==> config.mk <==
export PLATFORM = sky130hd
export DESIGN_NAME = prog_freq_divider
export DESIGN_NICKNAME = d
export VERILOG_FILES = /design/src/rtl/prog_freq_div_pkg.sv /design/src/rtl/prog_freq_divider_sync.sv /design/src/rtl/prog_freq_divider.sv
export SDC_FILE = /design/constraint.sdc
export NUM_CORES = 1
export LEC_CHECK = 0
export ABC_AREA = 1
export CAP_MARGIN = 20
export CORE_ASPECT_RATIO = 0.5
export CORE_MARGIN = 1.5
export CORE_UTILIZATION = 42
export CTS_CLUSTER_DIAMETER = 30
export DETAILED_ROUTE_END_ITERATION = 6
export DONT_BUFFER_PORTS = 1
export GPL_TIMING_DRIVEN = 0
export PLACE_DENSITY = 0.54
export SYNTH_ARGS = -nofsm -noshare
export SYNTH_HDL_FRONTEND = slang
export SYNTH_SLANG_ARGS = --single-unit
==> constraint.sdc <==
create_clock -name clk -period 4.21 [get_ports clk]
set_input_delay 0.842 -clock clk [delete_from_list [all_inputs] [get_ports clk]]
set_output_delay 0.842 -clock clk [all_outputs]
set_load 0.02 [all_outputs]
==> src/rtl/prog_freq_div_pkg.sv <==
// Shared constants, divisor-slot state and the half-period helper for prog_freq_divider.
package prog_freq_div_pkg;

  localparam int MIN_DIV = 2;
  // Widest divisor the helper supports; WIDTH must not exceed it.
  localparam int MAX_W   = 32;

  typedef enum logic {
    PEND_EMPTY,
    PEND_FULL
  } pend_state_e;

  // ceil(n/2) computed one bit wider so n = 2^MAX_W-1 cannot overflow.
  function automatic logic [MAX_W-1:0] half_ceil(input logic [MAX_W-1:0] n);
    logic [MAX_W:0] sum;
    sum = {1'b0, n} + {{MAX_W{1'b0}}, 1'b1};
    return sum[MAX_W:1];
  endfunction

endpackage

==> src/rtl/prog_freq_divider_sync.sv <==
// sync_rise_detect: two-flop synchroniser followed by a one-cycle rising-edge pulse.
module sync_rise_detect (
  input  logic clk,
  input  logic rst_n,
  input  logic async_in,
  output logic rise
);

  // [0],[1] synchronise; [2] holds the previous synchronised value.
  logic [2:0] sync_q;
  logic [2:0] sync_d;

  assign sync_d = {sync_q[1:0], async_in};

  always_ff @(posedge clk or negedge rst_n) begin
    if (!rst_n) begin
      sync_q <= '0;
    end else begin
      sync_q <= sync_d;
    end
  end

  assign rise = sync_q[1] & ~sync_q[2];

endmodule

==> src/rtl/prog_freq_divider.sv <==
// Programmable clock divider: square wave d plus one-cycle tick per period, divisor loaded by
// valid/ready and applied at a period boundary. Define PROG_FREQ_DIV_SYNC_IN_EN to add sync_in.
module prog_freq_divider
  import prog_freq_div_pkg::*;
#(
  parameter int WIDTH       = 21,
  parameter int DEFAULT_DIV = 1048576
) (
  input  logic             clk,
  input  logic             rst,
`ifdef PROG_FREQ_DIV_SYNC_IN_EN
  input  logic             sync_in,
`endif
  input  logic             en,
  input  logic             sclr,
  input  logic [WIDTH-1:0] div_in,
  input  logic             div_valid,
  output logic             div_ready,
  output logic             div_err,
  output logic             d,
  output logic             tick,
  output logic [WIDTH-1:0] cur_div
);

  logic [WIDTH-1:0] cnt_q, cnt_d;
  logic [WIDTH-1:0] cur_div_q, cur_div_d;
  logic [WIDTH-1:0] pend_q, pend_d;
  pend_state_e      pend_state_q, pend_state_d;
  logic             d_q, d_d;
  logic             tick_q, tick_d;
  logic             err_q, err_d;

  logic             restart;
  logic             accept;
  logic             last;
  logic             apply;
  logic [MAX_W-1:0] h_next;

`ifdef PROG_FREQ_DIV_SYNC_IN_EN
  logic sync_pulse;

  sync_rise_detect u_sync (
    .clk      (clk),
    .rst_n    (rst),
    .async_in (sync_in),
    .rise     (sync_pulse)
  );

  assign restart = sclr | sync_pulse;
`else
  assign restart = sclr;
`endif

  assign div_ready = (pend_state_q == PEND_EMPTY);
  assign accept    = div_valid & div_ready;
  assign last      = (cnt_q == (cur_div_q - WIDTH'(1)));

  always_comb begin
    cnt_d        = cnt_q;
    cur_div_d    = cur_div_q;
    pend_d       = pend_q;
    pend_state_d = pend_state_q;
    tick_d       = 1'b0;
    err_d        = 1'b0;
    apply        = 1'b0;

    if (restart) begin
      cnt_d = '0;
      apply = (pend_state_q == PEND_FULL);
    end else if (en) begin
      if (last) begin
        cnt_d  = '0;
        tick_d = 1'b1;
        apply  = (pend_state_q == PEND_FULL);
      end else begin
        cnt_d = cnt_q + WIDTH'(1);
      end
    end

    if (apply) begin
      cur_div_d    = pend_q;
      pend_state_d = PEND_EMPTY;
    end

    // Acceptance needs an empty slot, so it never coincides with an apply.
    if (accept) begin
      if (div_in < WIDTH'(MIN_DIV)) begin
        err_d = 1'b1;
      end else begin
        pend_d       = div_in;
        pend_state_d = PEND_FULL;
      end
    end

    // d is registered alongside cnt so d == (cnt < H) holds in every cycle.
    h_next = half_ceil(MAX_W'(cur_div_d));
    d_d    = (MAX_W'(cnt_d) < h_next);
  end

  always_ff @(posedge clk or negedge rst) begin
    if (!rst) begin
      cnt_q        <= '0;
      cur_div_q    <= WIDTH'(DEFAULT_DIV);
      pend_q       <= '0;
      pend_state_q <= PEND_EMPTY;
      d_q          <= 1'b1;
      tick_q       <= 1'b0;
      err_q        <= 1'b0;
    end else begin
      cnt_q        <= cnt_d;
      cur_div_q    <= cur_div_d;
      pend_q       <= pend_d;
      pend_state_q <= pend_state_d;
      d_q          <= d_d;
      tick_q       <= tick_d;
      err_q        <= err_d;
    end
  end

  assign d       = d_q;
  assign tick    = tick_q;
  assign div_err = err_q;
  assign cur_div = cur_div_q;

endmodule

Word level (Yosys, flattened, before mapping)
Index checks and enable logic that the tools add are counted.

Bits of input ports: 26. Bits in registers: 67. Word-level logic and storage cells: 32.

Equal/unequal tests: 1. $lt $le $gt $ge: 2. Reductions and logical operators: 1. Mux-type cells: 15. Bitwise operators: 3. $add $sub $neg: 3.

Operator list (number): 21-bit 2-to-1 mux (4); 21-bit by 1-bit adder with 22-bit output (second input constant) (1); 21-bit by 1-bit adder with 21-bit output (second input constant) (1); 21-bit equality test (1); 21-bit by 2-bit < comparator with 1-bit output (second input constant) (1); 21-bit < comparator (1); 21-bit by 1-bit subtractor with 21-bit output (second input constant) (1); 1-bit 2-to-1 mux (11); 1-bit inverter (2); 2-bit AND reduction (1); 1-bit bitwise AND (1).

Logic depth before layout (Yosys ltp)
Gate-level depths: netlist (run 1).

Depth after elaboration: 8. Mapped depth: 35.

Worst setup path after synthesis (run 1)
OpenSTA, ideal clock, no wires.

Kind: input port to flip-flop. Start: input port en. End: register d_q (netlist: d). Cell stages on the path: 28. Required time: 4.137 ns. Slack: 0.631 ns. Arrival time: 3.506 ns. Cell sequence: clkbuf_1 -> nand3_1 -> nor2_1 -> nand2_1 -> nor2_1 -> nand2_1 -> nor2_1 -> nand2_1 -> nor2_2 -> nand2_2 -> nand2_4 -> nand2_8 -> clkinv_2 -> buf_6 -> nand2_2 -> nand2_2 -> nand2_1 -> nor2_1 -> nand3_1 -> nand3_1 -> nand2_1 -> ha_1 -> a21oi_1 -> o21a_1 -> o221ai_1 -> nand2_1 -> o2111ai_1 -> a21oi_1.

Cells in the longest elaborated chain, start to end: 5. Elaborated cells on any way between the ends: 7.

Ends and longest elaborated chain: from (decl) (RTL line prog_freq_divider.sv:14) `input logic en,`; 1-bit 2-to-1 mux (RTL line prog_freq_divider.sv:70) `end else if (en) begin`; 1-bit 2-to-1 mux (RTL line prog_freq_divider.sv:67) `if (restart) begin`; 21-bit 2-to-1 mux (RTL line prog_freq_divider.sv:80) `if (apply) begin`; net cur_div_d[4] (RTL line prog_freq_divider.sv:26) `logic [WIDTH-1:0] cur_div_q, cur_div_d;`; 21-bit by 1-bit adder with 22-bit output (RTL line prog_freq_div_pkg.sv:16) `sum = {1'b0, n} + {{MAX_W{1'b0}}, 1'b1};`; 21-bit < comparator (RTL line prog_freq_divider.sv:97) `d_d = (MAX_W'(cnt_d) < h_next);`; net d_d (RTL line prog_freq_divider.sv:29) `logic d_q, d_d;`; to (signal assigned) (RTL line prog_freq_divider.sv:106) `d_q <= 1'b1;`; to (signal assigned) (RTL line prog_freq_divider.sv:114) `d_q <= d_d;`; to (decl) (RTL line prog_freq_divider.sv:29).

The timed path passes the listed nets, and every way through them passes these cells. A chain may end at the register's enable or synchronous reset.

Worst setup path after layout (run 1)
Start: register cur_div_q[0] (netlist: cur_div[0]). End: register d_q (netlist: d).

Cells in the longest elaborated chain, start to end: 8. Elaborated cells on any way between the ends: 11.

Ends and longest elaborated chain: from (decl) (RTL line prog_freq_divider.sv:26); from (signal assigned) (RTL line prog_freq_divider.sv:103) `cur_div_q <= WIDTH'(DEFAULT_DIV);`; from (signal assigned) (RTL line prog_freq_divider.sv:111) `cur_div_q <= cur_div_d;`; 21-bit by 1-bit subtractor with 21-bit output (RTL line prog_freq_divider.sv:56) `assign last = (cnt_q == (cur_div_q - WIDTH'(1)));`; 21-bit equality test (RTL line prog_freq_divider.sv:56); 1-bit 2-to-1 mux (RTL line prog_freq_divider.sv:71) `if (last) begin`; 1-bit 2-to-1 mux (RTL line prog_freq_divider.sv:70); 1-bit 2-to-1 mux (RTL line prog_freq_divider.sv:67); 21-bit 2-to-1 mux (RTL line prog_freq_divider.sv:80); 21-bit by 1-bit adder with 22-bit output (RTL line prog_freq_div_pkg.sv:16); 21-bit < comparator * (RTL line prog_freq_divider.sv:97); net d_d (RTL line prog_freq_divider.sv:29).

The timed path passes the listed nets; every way through them passes the cells marked *.

==> summary.txt, run 1 <==
Timing
  – Min Clock Period, post-route: roughly 3900 ps
  – Maximum clock skew at final layout: approximately 13 ps
  – Worst slew margin relative to its limit: roughly 65%
  – Sum of negative setup slack: 0 ps
  – Final max-slew violation count: 0
  – Worst Slack Setup Final: about 270 ps
  – Final worst-path cycle share: between 90 and 100%
  – Slew at the pin closest to its max-slew limit: roughly 520 ps
  – Final hold viol count: 0
  – Final setup vio count: 0
  – Achievable Freq: between 200 and 300 MHz

Pwr
  – Proportion of power drawn by combinational gates: 37.0%
  – Internal Power: roughly 1600 uW
  – Leakage power of the design: 0.00277 uW
  – Clock network power share: 25.4%
  – Switching share of total power: between 40% and 50%
  – Total power density per cell area: slightly below 500 nW/um^2
  – Relative contribution of sequential cells to total power: 37.6%
  – Switching pwr: ~1300 uW
  – IR drop worst, VDD: between 0.2 and 0.25 mV

Finish
  – Fraction of final layout cells sized beyond drive strength 1: between 20 and 25%
  – Design Area, Final: around 5800 um^2
  – Number of antenna cells inserted: 0
  – Area taken by multi-input logic gates: 3070 um^2
  – Number of filler instances in the final layout: approximately 1100
  – Final core utilization: 51.5%
  – NumNets Final: just under 800
  – Non-filler instance count after layout: between 800 and 900
  – Syn-to-layout area delta: 16.7%
  – Sequential Area: between 1500 and 2000 um^2

Setup path
  – CP dominant cell by count: sky130_fd_sc_hd__nand2_1
  – Kind of start point of the critical path: flop
  – Worst setup path category: reg2reg
  – Critical Path Max Stage Delay: ~510 ps
  – Critical Path AT: 4200 ps
  – Cell with the largest stage delay on the worst path: sky130_fd_sc_hd__dfrtp_2
  – Critical path peak fanout: 10
  – Minimum setup slack among reg-to-reg paths: approximately 270 ps
  – Critical Path Sink Type: flop
  – Worst Path Required: ~4500 ps

Synth
  – Gate count after technology mapping: about 700
  – Mean Syn Cell Area: slightly above 7 um^2
  – Library cell with the highest instance count after synthesis: sky130_fd_sc_hd__nand2_1
  – Leading register cell type out of synthesis: sky130_fd_sc_hd__dfrtp_1
  – Ys Warns: 0
  – Register bit count reported by yosys: 67
  – Share of the synthesized area in the top cell type: 32.8%
  – Cell area after technology mapping: ~5000 um^2
  – Async set or reset register ratio after synthesis: 100%
  – Cell type with the largest total area after synthesis: sky130_fd_sc_hd__dfrtp_1
  – Cell types occupying the most area after synthesis: sky130_fd_sc_hd__dfrtp_1, sky130_fd_sc_hd__nand2_1, sky130_fd_sc_hd__nor2_1
  – Number of different library cells in the post-synthesis netlist: 42
  – Share of synthesized area occupied by flip-flops and latches: about 34%
  – Post-synth EDFFs: 0
  – Net count after synthesis: 744
  – Top cells by count, synth: sky130_fd_sc_hd__nand2_1, sky130_fd_sc_hd__nor2_1, sky130_fd_sc_hd__inv_1

Clock tree
  – Number of buffers on the longest clock path: 2
  – Clock tree root driver cell: sky130_fd_sc_hd__clkbuf_16
  – Number of hold-repair buffers added at the cts stage: 0
  – Worst-skew pair later-pin latency: 340 ps
  – Number of buffers added by the clock tree synthesis step: 9
  – CTS sink cnt: 67
  – CTS tree: built
  – Clock-pin transition on the worst setup and hold timing paths: around 60 ps
  – Number of H-tree levels: 3

Floorplanning
  – DIE AREA: 12500 um^2
  – Die Y: 79.9 um
  – Number of rows in the core area: 27
  – Chip Width: about 160 um
  – Starting density of the core: 44.1%
  – Core Footprint: between 10000 and 15000 um^2
  – # IOs: 51

Drt
  – Avg Vias per Cell: approximately 5.0
  – Initial drt markers: around 280
  – DR pass1 iterations: 5
  – Remaining design rule violation count: 0
  – WL per Instance: around 16 um
  – WL final: 14.2 mm
  – Antenna Nets Post-Route: 0
  – Routed vias: about 4500

Global route
  – Global-route layer with the greatest usage: met1
  – GRT met3 Usage: about 6.6%
  – Antenna violations before repair: 0
  – Vias in the first global route: around 4200
  – Global routing usage on met2: a little under a third
  – Wire length of the first global-routing pass: roughly 22 mm
  – Remaining global-route overflow: 0
  – Met1 Track Usage GR: roughly 38%
  – Global-route total usage across every layer: between 20% and 30%
  – Maximum number of pins on one net before global-route repair: 68

Hold path
  – Worst min-delay path category: in2async

Placement
  – Half-perimeter wire length after placement: around 11 mm
  – Cell count after placement: about 860
  – Final RePlAce weighted congestion: ~0.86
  – Dpl ws: -222 ps
  – Buffers added on ports: 0
  – Area of placed instances: 5160 um^2

Job
  – Number of max-capacitance violations reported: 0

Run status
  – Status: completed
==> cell usage in the layout, fill, tap and decap left out, types with 5 or more instances in the layout <==
master,synthesis,final
sky130_fd_sc_hd__xor2_1,23,22
sky130_fd_sc_hd__nand2_4,1,6
sky130_fd_sc_hd__clkbuf_1,6,6
sky130_fd_sc_hd__dfrtp_2,0,13
sky130_fd_sc_hd__nand3_2,2,5
sky130_fd_sc_hd__a21oi_1,14,11
sky130_fd_sc_hd__xnor2_1,17,17
sky130_fd_sc_hd__o21ai_1,14,15
sky130_fd_sc_hd__buf_4,1,12
sky130_fd_sc_hd__mux2_2,12,12
sky130_fd_sc_hd__clkbuf_16,0,10
sky130_fd_sc_hd__nand3_1,37,32
sky130_fd_sc_hd__nor2_4,4,7
sky130_fd_sc_hd__dfrtp_1,65,52
sky130_fd_sc_hd__inv_2,1,5
sky130_fd_sc_hd__ha_1,22,21
sky130_fd_sc_hd__o21ai_0,15,13
sky130_fd_sc_hd__inv_1,76,71
sky130_fd_sc_hd__buf_6,5,5
sky130_fd_sc_hd__nor2_2,8,17
sky130_fd_sc_hd__nand2_2,21,23
sky130_fd_sc_hd__nand4_1,16,16
sky130_fd_sc_hd__nor3_1,6,6
sky130_fd_sc_hd__nor2_1,90,78
sky130_fd_sc_hd__nand2_1,209,202
==> power by group through the flow <==
stage	registers, uW	clock network, uW	logic (uW)
after floorplan	949	0	748
after global placement	1040	0	918
after detailed placement	1050	0	930
after CTS	1030	733	936
after global routing	1070	755	1190
final	1060	716	1040
==> stage by stage <==
step / hold WS, ps / power (uW)
2_1_floorplan: 448 / 1700
3_3_place_gp: 492 / 1960
3_5_place_dp: 494 / 1980
4_1_cts: 177 / 2700
5_1_grt: 174 / 3020
6_report: 186 / 2820
==> path summary, 6_finish.rpt <==
| check | from | endpoint | cells past startpoint |
|---|---|---|---|
| min | rst | pend_q[2] | 0 |
| min reg2reg | pend_q[0] | pend_q[0] | 1 |
| min in group clk | pend_q[0] | pend_q[0] | 1 |
| max reg2reg | cur_div[0] | d | 30 |
| max | cur_div[0] | d | 30 |
| max in group asynchronous | rst | d | 0 |
==> metal layers <==
layer / vias to the layer above / part of all wire (%)
met5: - / 0
met4: 0 / 1.0
met3: 14 / 6.2
met2: 141 / 37
met1: 2045 / 56
li1: 2265 / -
==> state kept, by name, summed over array words and instances, names as in the netlist <==
name	count
pend_q	21
cur_div	21
tick	1
div_err	1
d	1
cnt_q	21
pend_state_q	1
==> critical path, delay by kind of cell, from the launching register on <==
family | cells | cell delay, ps
AO/OA/AOI/OAI | 6 | 760
adder cells (fa/ha/maj) | 2 | 450
AND/OR/NAND/NOR | 18 | 1640
flip-flops | 1 | 510
buffers and inverters | 4 | 490
==> logic make-up after synthesis <==
group / count (synthesis) / share of synthesized area [%]
AOI/OAI and AO/OA: 51 / 5.72
xor gates and xnor gates: 40 / 7.06
adders and majority gates: 22 / 5.55
buffers and inverters: 95 / 8.12
DFF: 67 / 33.8
muxes: 12 / 2.72
and+or+nand+nor: 409 / 37.0
==> timing repair <==
action,4_1_cts,5_1_grt
setup buffers,0,12
pin swaps,0,20
setup endpoints to repair,1,1
cloned,0,2
resized for setup,2,75
==> cell type report <==
cell class / count / area share [%]
multi-input cells: 535 / 53.0
repair buffers: 13 / 2.05
clock buffers: 10 / 3.95
plain buffers: 17 / 2.40
inverters: 78 / 5.12
flip-flops and latches: 67 / 29.3
clock inverters: 6 / 0.799
well taps: 159 / 3.43
Note: power is estimated with default switching activity, not from simulation.
==> inputs of run 2 (changes only) <==
CORE_MARGIN = unset   (was 1.5)
SLEW_MARGIN = 5   (was unset)
==> summary.txt, run 2 (synthesized netlist as in run 1, its figures left out) <==
Run status
  – Status: completed

Setup path
  – Cell family with the largest share of critical-path delay: simple AND/OR/NAND/NOR gates
  – Critical Path Sink Type: flop
  – Worst setup path category: reg2reg
  – Worst Path Required: approximately 4500 ps
  – Number of gates on the worst path with buffers counted: 32
  – Depth of the worst register-to-register path: 32
  – Critical path peak fanout: 8
  – Kind of start point of the critical path: flop
  – CP dominant cell by count: sky130_fd_sc_hd__nand2_1
  – Cell with the largest stage delay on the worst path: sky130_fd_sc_hd__dfrtp_2
  – Bufs and invs on worst path: 5
  – Critical Path AT: approximately 4200 ps
  – Critical Path Max Stage Delay: around 520 ps

Placement
  – Half-perimeter wire length after placement: 11.1 mm
  – Area of placed instances: a little over 5000 um^2
  – Buffers added on ports: 0
  – Cell count after placement: around 860
  – Final RePlAce weighted congestion: approximately 0.84

Floorplanning
  – Number of rows in the core area: 27
  – # IOs: roughly 50
  – Starting density of the core: 44.1%
  – DIE AREA: approximately 12000 um^2
  – Die Y: between 70 and 80 um
  – Chip Width: 156 um
  – Core Footprint: roughly 11000 um^2

Finish
  – Final core utilization: 51.8%
  – Number of filler instances in the final layout: between 1000 and 1500
  – Design Area, Final: a little under 6000 um^2
  – Non-filler instance count after layout: 884
  – Highest-count cells in the layout ignoring fill and taps: sky130_fd_sc_hd__nand2_1, sky130_fd_sc_hd__nor2_1, sky130_fd_sc_hd__inv_1, sky130_fd_sc_hd__dfrtp_1, sky130_fd_sc_hd__nand3_1
  – Most common library cell in the layout ignoring fill and taps: sky130_fd_sc_hd__nand2_1
  – Syn-to-layout area delta: 17.4%
  – Fraction of final layout cells sized beyond drive strength 1: 19.4%
  – NumNets Final: 769
  – Number of antenna cells inserted: 0

Clock tree
  – Worst-skew pair later-pin latency: roughly 330 ps
  – Number of buffers on the longest clock path: 2
  – Number of H-tree levels: 3
  – Number of buffers added by the clock tree synthesis step: 9
  – Clock-pin transition on the worst setup and hold timing paths: 50 ps
  – Number of hold-repair buffers added at the cts stage: 0
  – CTS sink cnt: 67
  – Clock tree root driver cell: sky130_fd_sc_hd__clkbuf_16
  – CTS tree: built

Pwr
  – Leakage power of the design: between 0.002 and 0.003 uW
  – IR drop worst, VDD: ~0.25 mV
  – Power after layout: about 2900 uW
  – Total power density per cell area: between 400 and 500 nW/um^2

Drt
  – Remaining design rule violation count: 0
  – Antenna Nets Post-Route: 0
  – WL final: 14.1 mm
  – Routed vias: 4419
  – Avg Vias per Cell: 5.00
  – DR pass1 iterations: 5
  – Initial drt markers: 254
  – WL per Instance: ~16 um

Timing
  – Achievable Freq: about 250 MHz
  – Worst slew margin relative to its limit: between 60% and 70%
  – Final hold viol count: 0
  – Final worst-path cycle share: 93.5%
  – Min Clock Period, post-route: a little under 4000 ps
  – Maximum clock skew at final layout: between 8 and 9 ps
  – Sum of negative setup slack: 0 ps
  – Final setup vio count: 0
  – Slew at the pin closest to its max-slew limit: around 530 ps
  – Final max-slew violation count: 0

Hold path
  – Worst min-delay path category: in2async

Global route
  – Global-route total usage across every layer: about a quarter
  – Antenna violations before repair: 0
  – Maximum number of pins on one net before global-route repair: 68
  – Vias in the first global route: around 4200
  – Remaining global-route overflow: 0
  – Wire length of the first global-routing pass: between 20 and 25 mm

Job
  – Number of max-capacitance violations reported: 0
run 2: cell types whose count changed in the layout (fill, tap and decap cells not counted), sizes merged:
cell      before  now
bufinv         0    1
clkbuf        17   20
clkinvlp       2    0
inv           80   77
run 2: timing repair:
| action | CTS | global route |
|---|---|---|
| gates cloned | 0 | 2 |
| buffers inserted | 0 | 12 |
| hold endpoints to repair | 0 | 0 |
| gates resized for setup | 4 | 71 |
| pin swaps | 0 | 26 |
| setup endpoints to repair | 1 | 1 |
run 2: final cells by class:
| type | count | area [um^2] | share of cell area (%) |
|---|---|---|---|
| clock inverters | 2 | 35.0 | 0.601 |
| plain buffers | 17 | 143 | 2.45 |
| flip-flops and latches | 67 | 1690 | 29.1 |
| clock buffers | 13 | 260 | 4.47 |
| well taps | 159 | 199 | 3.41 |
| inverters | 78 | 297 | 5.09 |
| repair buffers | 13 | 115 | 1.98 |
| multi-input cells | 535 | 3090 | 52.9 |
run 2: power breakdown:
group | switching [uW] | internal, uW | total (uW)
Combinational | 656 | 401 | 1060
Clock | 271 | 487 | 758
Sequential | 289 | 763 | 1050
Total | 1220 | 1650 | 2870
run 2: final timing paths:
path	from	to	slack (ps)
min	rst	pend_q[2]	210
max in group asynchronous	rst	d	3790
max	cur_div[0]	d	270
min reg2reg	pend_q[20]	pend_q[20]	510
max reg2reg	cur_div[0]	d	270
min in group clk	pend_q[20]	pend_q[20]	510
run 2: metal layers:
metal | vias to the layer above | part of all wire [%] | GRT usage, %
li1 | 2261 | - | -
met1 | 2047 | 57 | 38.3
met2 | 105 | 37 | 32.1
met3 | 6 | 6.2 | 6.28
met4 | 0 | 0.40 | 5.49
met5 | - | 0 | 0
run 2: worst register-to-register path, delay by kind of cell (launching register included):
family	cells	cell delay, ps
buf+inv	5	480
flops	1	520
compound gates	2	260
fa+ha+maj	2	520
simple gates	23	2060
run 2: metrics by stage:
stage / worst slack (ps) / hold slack, ps
detailed placement: -263 / 491
floorplan: 631 / 448
finish: 275 / 207
CTS: 24.1 / 190
global placement: -291 / 493
global route: -32.1 / 185
==> inputs of run 3 (changes only) <==
CORE_UTILIZATION = 39   (was 42)
PLACE_DENSITY = 0.51   (was 0.54)
clock period = 4 ns   (was 4.21 ns; I/O delays follow)
==> summary.txt, run 3 (synthesized netlist as in run 1, its figures left out) <==
Run status
  – Status: completed

Clock tree
  – Number of buffers added by the clock tree synthesis step: 9
  – CTS tree: built
  – Number of hold-repair buffers added at the cts stage: 0
  – Number of buffers on the longest clock path: 2
  – Clock-pin transition on the worst setup and hold timing paths: ~60 ps
  – Clock tree root driver cell: sky130_fd_sc_hd__clkbuf_16
  – Number of H-tree levels: 3
  – CTS sink cnt: 67
  – Worst-skew pair later-pin latency: 340 ps

Timing
  – Achievable Freq: between 200 and 300 MHz
  – Final worst-path cycle share: 98.2%
  – Setup repair after global routing missed its margin: true
  – Final max-slew violation count: 0
  – Final hold viol count: 0
  – Final setup vio count: 0
  – Min Clock Period, post-route: 3930 ps
  – Slew at the pin closest to its max-slew limit: between 500 and 600 ps
  – Maximum clock skew at final layout: 9.47 ps
  – Worst Slack Setup Final: 71.7 ps
  – Worst slew margin relative to its limit: ~63%

Drt
  – WL final: between 10 and 15 mm
  – Routed vias: ~4500
  – Avg Vias per Cell: about 5.0
  – Initial drt markers: about 240
  – WL per Instance: 16.4 um
  – Antenna Nets Post-Route: 0
  – Remaining design rule violation count: 0
  – DR pass1 iterations: 4

Floorplanning
  – Core Footprint: between 10000 and 15000 um^2
  – DIE AREA: between 10000 and 15000 um^2
  – Chip Width: roughly 160 um
  – Starting density of the core: just over 40%
  – Number of rows in the core area: 28
  – Die Y: 81.8 um
  – # IOs: between 50 and 60

Finish
  – Sequential Area: ~1700 um^2
  – NumNets Final: approximately 800
  – Number of filler instances in the final layout: approximately 1200
  – Fraction of final layout cells sized beyond drive strength 1: 24.1%
  – Non-filler instance count after layout: 900
  – Most common library cell in the layout ignoring fill and taps: sky130_fd_sc_hd__nand2_1
  – Number of antenna cells inserted: 0
  – Final core utilization: between 50% and 60%
  – Syn-to-layout area delta: 23.4%
  – Area taken by multi-input logic gates: around 3200 um^2
  – Highest-count cells in the layout ignoring fill and taps: sky130_fd_sc_hd__nand2_1, sky130_fd_sc_hd__nor2_1, sky130_fd_sc_hd__inv_1, sky130_fd_sc_hd__dfrtp_1, sky130_fd_sc_hd__nand2_2

Setup path
  – Critical Path Max Stage Delay: between 500 and 600 ps
  – Depth of the worst register-to-register path: 32
  – Critical Path Sink Type: flop
  – Capturing instance or port of the critical path: d
  – Critical Path AT: 4180 ps
  – CP dominant cell by count: sky130_fd_sc_hd__nand2_1
  – Setup crit start: cur_div[0]
  – Worst Path Required: roughly 4300 ps
  – Worst reg2reg startpoint: cur_div[0]
  – Minimum setup slack among reg-to-reg paths: between 70 and 80 ps
  – Worst setup path category: reg2reg
  – Kind of start point of the critical path: flop
  – Critical path peak fanout: 8
  – Cell with the largest stage delay on the worst path: sky130_fd_sc_hd__dfrtp_2
  – Worst reg2reg path endpoint: d

Global route
  – Global-route total usage across every layer: a little under a quarter
  – Wire length of the first global-routing pass: between 20 and 25 mm
  – Antenna violations before repair: 0
  – Maximum number of pins on one net before global-route repair: 68
  – Vias in the first global route: 4197
  – Remaining global-route overflow: 0

Pwr
  – Leakage power of the design: roughly 0.0029 uW
  – Total power density per cell area: around 530 nW/um^2
  – IR drop worst, VDD: around 0.19 mV

Hold path
  – Worst min-delay path category: in2async

Job
  – Number of max-capacitance violations reported: 0

Placement
  – Cell count after placement: approximately 860
  – Final RePlAce weighted congestion: 0.850
  – Buffers added on ports: 0
  – Half-perimeter wire length after placement: around 11 mm
  – Dpl ws: -468 ps
==> run 3: critical path, delay by kind of cell, from the launching register on <==
kind	cells	cell delay [ps]
AOI/OAI and AO/OA	5	650
DFF	1	510
and+or+nand+nor	20	1820
buffers and inverters	5	410
adders and majority gates	2	430
==> run 3: report_power, final <==
group	internal (uW)	switching (uW)	leakage, uW
registers	802	314	0.000838
logic	459	742	0.00190
clock network	607	307	0.000162
==> run 3: repair_timing <==
action                                  CTS  global route
pin swaps                                 5            36
resized for setup                        25            83
cloned                                    0             3
hold endpoints to repair                  0             0
endpoints found under the setup margin    1             1
setup buffers                             6            15
==> run 3: worst min path at each step <==
stage          startpoint          end  slack (ps)
2_1_floorplan  pend_q[20]   pend_q[20]         450
3_3_place_gp    pend_q[8]    pend_q[8]         490
3_5_place_dp   pend_q[20]   pend_q[20]         500
4_1_cts               rst    pend_q[2]         140
5_1_grt               rst  cur_div[16]         130
6_report              rst    pend_q[2]         150
==> run 3: cell type report <==
class,instances,area share [%]
flip-flops and latches,67,27.7
multi-input cells,535,52.6
plain buffers,17,2.31
clock buffers,9,3.68
clock inverters,6,1.88
well taps,165,3.37
inverters,78,4.95
repair buffers,23,3.60
==> run 3: per-stage QoR <==
step / power [uW] / cell area (um^2) / setup TNS, ps / hold WS (ps)
finish: 3230 / 6120 / 0 / 154
global placement: 2070 / 5170 / -473 / 494
detailed placement: 2080 / 5170 / -468 / 498
CTS: 3050 / 5640 / 0 / 142
global route: 3450 / 6120 / -219 / 134
floorplan: 1790 / 4960 / 0 / 448
==> run 3: routing by layer <==
| layer | track usage, % | part of all wire (%) | vias to the layer above |
|---|---|---|---|
| met5 | 0 | 0 | - |
| li1 | - | - | 2290 |
| met1 | 35.7 | 54 | 2113 |
| met2 | 31.3 | 39 | 83 |
| met3 | 6.21 | 6.8 | 10 |
| met4 | 5.00 | 0.62 | 0 |
